[src/rtl/uart_pkg.sv]
// Shared UART definitions: receiver FSM states, default frame geometry and parity modes.
package uart_pkg;

  typedef enum logic [2:0] {
    ST_IDLE      = 3'd0,
    ST_START     = 3'd1,
    ST_DATA      = 3'd2,
    ST_PARITY    = 3'd3,
    ST_STOP      = 3'd4,
    ST_WAIT_IDLE = 3'd5
  } rx_state_t;

  localparam int unsigned DEF_CLKS_PER_BIT = 16;
  localparam int unsigned DEF_DATA_BITS    = 8;

  localparam logic PARITY_EVEN = 1'b0;
  localparam logic PARITY_ODD  = 1'b1;

endpackage

[src/rtl/uart_baud_cnt.sv]
// Bit-period counter with synchronous clear; flags the half-bit and full-bit positions.
module uart_baud_cnt
  import uart_pkg::*;
#(
  parameter int unsigned CLKS_PER_BIT = DEF_CLKS_PER_BIT
) (
  input  logic clk,
  input  logic rst_n,
  input  logic clr,
  input  logic en,
  output logic half_tick,
  output logic full_tick
);

  localparam int unsigned CW = $clog2(CLKS_PER_BIT);
  localparam logic [CW-1:0] HALF = CW'(CLKS_PER_BIT / 2 - 1);
  localparam logic [CW-1:0] FULL = CW'(CLKS_PER_BIT - 1);

  logic [CW-1:0] cnt;

  assign half_tick = en && (cnt == HALF);
  assign full_tick = en && (cnt == FULL);

  always_ff @(posedge clk or negedge rst_n) begin
    if (!rst_n) begin
      cnt <= '0;
    end else if (clr) begin
      cnt <= '0;
    end else if (en) begin
      cnt <= full_tick ? '0 : cnt + 1'b1;
    end
  end

endmodule

[src/rtl/uart_rx.sv]
// UART receiver: 2-flop synchroniser, start-bit qualification, mid-bit sampling,
// optional parity check and stop-bit check, one-cycle valid strobe per frame.
module uart_rx
  import uart_pkg::*;
#(
  parameter int unsigned CLKS_PER_BIT = DEF_CLKS_PER_BIT,
  parameter int unsigned DATA_BITS    = DEF_DATA_BITS
) (
  input  logic                 clk,
  input  logic                 rst_n,
  input  logic                 rx_in,
  input  logic                 parity_en,
  input  logic                 parity_odd,
  output logic [DATA_BITS-1:0] rx_data,
  output logic                 rx_valid,
  output logic                 parity_err,
  output logic                 frame_err,
  output logic                 busy
);

  localparam int unsigned IDX_W = $clog2(DATA_BITS);
  localparam logic [IDX_W-1:0] LAST_IDX = IDX_W'(DATA_BITS - 1);

  rx_state_t            state;
  logic                 rx_meta, rx_s;
  logic [IDX_W-1:0]     idx;
  logic [DATA_BITS-1:0] shreg;
  logic                 par_en_l, par_odd_l, par_err_int;
  logic                 cnt_clr, half_tick, full_tick;

  always_ff @(posedge clk or negedge rst_n) begin
    if (!rst_n) begin
      rx_meta <= 1'b1;
      rx_s    <= 1'b1;
    end else begin
      rx_meta <= rx_in;
      rx_s    <= rx_meta;
    end
  end

  // The counter free-runs from the first low cycle in IDLE, so the count equals
  // the cycle offset from the start edge; it is re-zeroed once the start bit is judged.
  always_comb begin
    cnt_clr = 1'b0;
    case (state)
      ST_IDLE:      cnt_clr = rx_s;
      ST_START:     cnt_clr = half_tick;
      ST_WAIT_IDLE: cnt_clr = 1'b1;
      default:      cnt_clr = 1'b0;
    endcase
  end

  uart_baud_cnt #(.CLKS_PER_BIT(CLKS_PER_BIT)) u_baud (
    .clk       (clk),
    .rst_n     (rst_n),
    .clr       (cnt_clr),
    .en        (1'b1),
    .half_tick (half_tick),
    .full_tick (full_tick)
  );

  always_ff @(posedge clk or negedge rst_n) begin
    if (!rst_n) begin
      state       <= ST_IDLE;
      idx         <= '0;
      shreg       <= '0;
      par_en_l    <= 1'b0;
      par_odd_l   <= 1'b0;
      par_err_int <= 1'b0;
      rx_data     <= '0;
      rx_valid    <= 1'b0;
      parity_err  <= 1'b0;
      frame_err   <= 1'b0;
    end else begin
      rx_valid <= 1'b0;
      case (state)
        ST_IDLE: begin
          par_en_l  <= parity_en;
          par_odd_l <= parity_odd;
          if (!rx_s) state <= ST_START;
        end
        ST_START: begin
          if (half_tick) begin
            if (!rx_s) begin
              state       <= ST_DATA;
              idx         <= '0;
              par_err_int <= 1'b0;
            end else begin
              state <= ST_IDLE;
            end
          end
        end
        ST_DATA: begin
          if (full_tick) begin
            shreg[idx] <= rx_s;
            idx        <= idx + 1'b1;
            if (idx == LAST_IDX) state <= par_en_l ? ST_PARITY : ST_STOP;
          end
        end
        ST_PARITY: begin
          if (full_tick) begin
            par_err_int <= rx_s != (^shreg ^ par_odd_l);
            state       <= ST_STOP;
          end
        end
        ST_STOP: begin
          if (full_tick) begin
            rx_data    <= shreg;
            parity_err <= par_en_l & par_err_int;
            frame_err  <= ~rx_s;
            rx_valid   <= 1'b1;
            state      <= rx_s ? ST_IDLE : ST_WAIT_IDLE;
          end
        end
        ST_WAIT_IDLE: begin
          if (rx_s) state <= ST_IDLE;
        end
        default: state <= ST_IDLE;
      endcase
    end
  end

  assign busy = (state != ST_IDLE);

endmodule

[config.mk]
export PLATFORM = sky130hd
export DESIGN_NAME = uart_rx
export DESIGN_NICKNAME = d
export VERILOG_FILES = /design/src/rtl/uart_pkg.sv /design/src/rtl/uart_baud_cnt.sv /design/src/rtl/uart_rx.sv
export SDC_FILE = /design/constraint.sdc
export NUM_CORES = 1
export LEC_CHECK = 0
export CORE_MARGIN = 5
export CORE_UTILIZATION = 51
export DETAILED_ROUTE_END_ITERATION = 16
export PLACE_DENSITY_LB_ADDON = 0.12
export SLEW_MARGIN = 20
export SYNTH_ARGS = -nofsm -noshare
export SYNTH_HDL_FRONTEND = slang
export SYNTH_HIERARCHICAL = 1
export SYNTH_SLANG_ARGS = --single-unit
export TNS_END_PERCENT = 1
[constraint.sdc]
create_clock -name clk -period 2.2 [get_ports clk]
set_input_delay 0.33 -clock clk [delete_from_list [all_inputs] [get_ports clk]]
set_output_delay 0.33 -clock clk [all_outputs]
set_load 0.02 [all_outputs]
==> out/metrics.yaml <==
critical_path:
  path_delay_family: "buffers and inverters"
  reg2reg_slack_ns: 0.27
  cp.arrival_ns: 1.72
  worstSetupPathType: "register to output port"
  cpPeakStageDelay_ns: 0.54
  r2r-start: "u_baud/cnt[0]$_DFFE_PN0P_"
  endpoint_kind: "output port"
  crit_fanout: 14
  startpoint_type: "register"
  crit_chain: "nor3_1, inv_1, clkdlybuf4s50_1"
  startpoint: "state[2]$_DFFE_PN0P_"
  path_buf_inv: 2
  cp_slowest_cell: "clkdlybuf4s50_1"
  required_ns: 1.87
die:
  core_area_sq_um: 3100
  start_util: 0.536
  die_y_microns: 67.1
  die_w_microns: 67.1
  fp.dieArea_sq_um: 4500
  rows: 20
  io_pins: 17
global_routing:
  grt.met3_usage: 0.0472
  grt_max_degree: 35
  gr-total-overflow: 0
  track_usage: 0.158
  use_met2: 0.248
  grt_pass1_wl_microns: 5190
  top_usage_layer: "met2"
  grt_pass1_vias: 1143
  met1_usage: 0.194
  antenna_found_initial: 0
timing:
  period_needed_ns: 2.05
  rsz0062_at_grt: "no"
  fin_crit_sh: 0.932
  fin_setup_tns_ns: 0
  finalClockSkew_ns: 0.0113
  finalHoldViolCount: 0
  setup_viol: 0
  max_freq_ghz: 0.488
  slew_violations: 0
clock_network:
  insertion_delay_ns: 0.34
  cts_tree: "yes"
  cts_sinks: 34
  cts_buffer_depth: 2
  htree_levels: 2
  cts.clk_slew.worst_paths_ns: 0.10
  cts-root-buf: "clkbuf_4"
  cts_made_buffers: 5
hold_path:
  hp-start: "rx_meta$_DFF_PN1_"
  min_path_type: "register to register"
yosys:
  yosysWarnings: 6
  synthesis.area_sq_um: 1660
  synth-simple-area-share: 0.147
  yosysUniqueCellTypes: 38
  synth_compound_area_frac: 0.0948
  synthAdderAreaFrac: 0.0226
  avgSynthCellArea_sq_um: 11.5
  ys_ff_latch: 34
  postSynthCellCount: 144
  synthXorXnorAreaFrac: 0.0557
  muxShareOfSynthArea: 0.135
  synth_top_family_by_area: "simple AND/OR/NAND/NOR gates"
  seq_area_frac_synth: 0.513
power:
  ir_drop_mv: 0.566
  power_density_nw_per_um2: 789
  leakage_uw: 0.000921
routing:
  finalWirelength_microns: 3000
  drc_errors: 0
  drtAntennaViolNets: 0
  wl_per_cell_microns: 13.8
  vias: 1145
  drt-pass1-iter-count: 4
  drtIter0Drc: 79
  routed_via_density: 5.28
finish:
  syn2layout_area_growth_pct: 19.6
  drive_gt1_frac: 0.225
  nNetsFinal: 180
  post-route-util: 0.641
  n_antenna_cell: 0
  nFillCells: 278
  final_cell_area_sq_um: 1990
place:
  place.port_buffers: 16
  gp_congestion: 0.789
  place_area_sq_um: 1910
  dp_hpwl_microns: 2030
job:
  maxCapViolations: 0
run_status:
  outcome: "complete, no violations"
-- repair_timing --
action | in CTS | in global routing
endpoints found under the setup margin | 0 | 1
endpoints found under the hold margin | 0 | 0
buffers inserted | 0 | 0
hold buffers | 0 | 0
gates resized for setup | 0 | 1
-- layout by cell type (no fill, tap or decap), types with 6 or more instances in the layout --
cell type	Yosys	layout
dfrtp_1	32	31
mux2_2	15	15
clkdlybuf4s50_1	0	16
a21oi_1	7	7
nand3b_1	6	6
conb_1	1	6
nand2_1	7	7
nand2b_1	6	6
inv_1	6	6
nor2_1	8	8
o21ai_0	7	7
xnor2_1	6	6
-- Yosys cell counts --
cell,n,area share
nand2_2,1,0.0038
inv_1,6,0.014
dfrtp_1,32,0.48
mux2_2,15,0.10
nor2b_1,1,0.0038
o211ai_1,1,0.0045
and4_2,1,0.0060
nand2b_1,6,0.023
o22ai_1,1,0.0038
mux2i_1,1,0.0060
conb_1,1,0.0023
a31oi_1,1,0.0038
or3_1,2,0.0075
dfstp_2,2,0.032
nor3b_1,1,0.0045
xor2_1,2,0.011
o31a_1,1,0.0053
and2_4,1,0.0053
nor3_1,1,0.0030
nand2_1,7,0.016
ha_1,3,0.023
clkbuf_1,3,0.0068
nand3_1,5,0.015
mux2_4,3,0.027
buf_4,2,0.0090
a21o_1,1,0.0045
o32ai_1,2,0.011
a21oi_1,7,0.021
xnor2_1,6,0.032
a32oi_1,1,0.0053
nor2_1,8,0.018
nand3b_1,6,0.027
and2b_2,1,0.0053
o21ai_0,7,0.021
a211oi_1,1,0.0045
a22o_1,2,0.011
and4bb_4,1,0.0098
xnor3_1,1,0.014
-- worst register-to-register path, stage by stage, from the launching register on --
cell and delay (ns):
dfrtp_1 0.41, ha_1 0.24, and4_2 0.29, and4bb_4 0.27, and2b_2 0.20, nand3_1 0.11
mux2_4 0.32
-- worst paths after layout --
check                                  endpoint  cells after the start
min                              rx_s$_DFF_PN1_                      0
min in group asynchronous  state[0]$_DFFE_PN0P_                      2
max reg2reg                shreg[6]$_DFFE_PN0P_                      6
max                                        busy                      3
min reg2reg                      rx_s$_DFF_PN1_                      0
max in group asynchronous        rx_s$_DFF_PN1_                      2
-- state kept, by name (all words and copies together), names as in the netlist --
register	count
rx_data	8
shreg	8
u_baud/cnt	4
idx	3
state	3
frame_err	1
par_en_l	1
par_err_int	1
par_odd_l	1
parity_err	1
rx_meta	1
rx_s	1
rx_valid	1
-- metal layers --
layer  share of wire  wire length, microns
met1            0.46                  1370
met2            0.47                  1400
met3           0.052                   155
met5               0                     0
met4           0.024                    73
-- layout make-up --
cell class	instances	area [sq um]	area share
Clock buffer	8	78.8	0.0396
Inverter	6	22.5	0.0113
Multi-Input combinational cell	104	779	0.392
Sequential cell	34	855	0.430
Tap cell	44	55.1	0.0277
Timing Repair Buffer	21	198	0.0994
-- kinds of logic (layout without fill, tap and decap cells) --
group,after synthesis,count (layout)
AOI/OAI and AO/OA,25,25
adders and majority gates,3,3
and+or+nand+nor,42,42
other,1,6
buffers and inverters,11,35
muxes,19,19
xor gates and xnor gates,9,9
DFF,34,34
-- power breakdown --
group	total (uW)	leakage, uW	switching (uW)	internal, uW
Sequential	811	0.000444	108	703
Clock	427	0.0000446	209	218
Combinational	330	0.000433	159	171
Total	1570	0.000921	476	1090
-- through the flow --
| stage | setup slack (ns) | hold slack, ns | std cells | power [uW] |
|---|---|---|---|---|
| finish | 0.149 | 0.361 | 217 | 1570 |
| global route | 0.0277 | 0.372 | 217 | 1670 |
| CTS | 0.0943 | 0.362 | 217 | 1580 |
| detailed placement | 0.265 | 0.348 | 209 | 1150 |
| global placement | 0.315 | 0.347 | 209 | 1140 |
| floorplan | 0.365 | 0.0344 | 149 | 1050 |
Power figures use the tool's default switching activity.
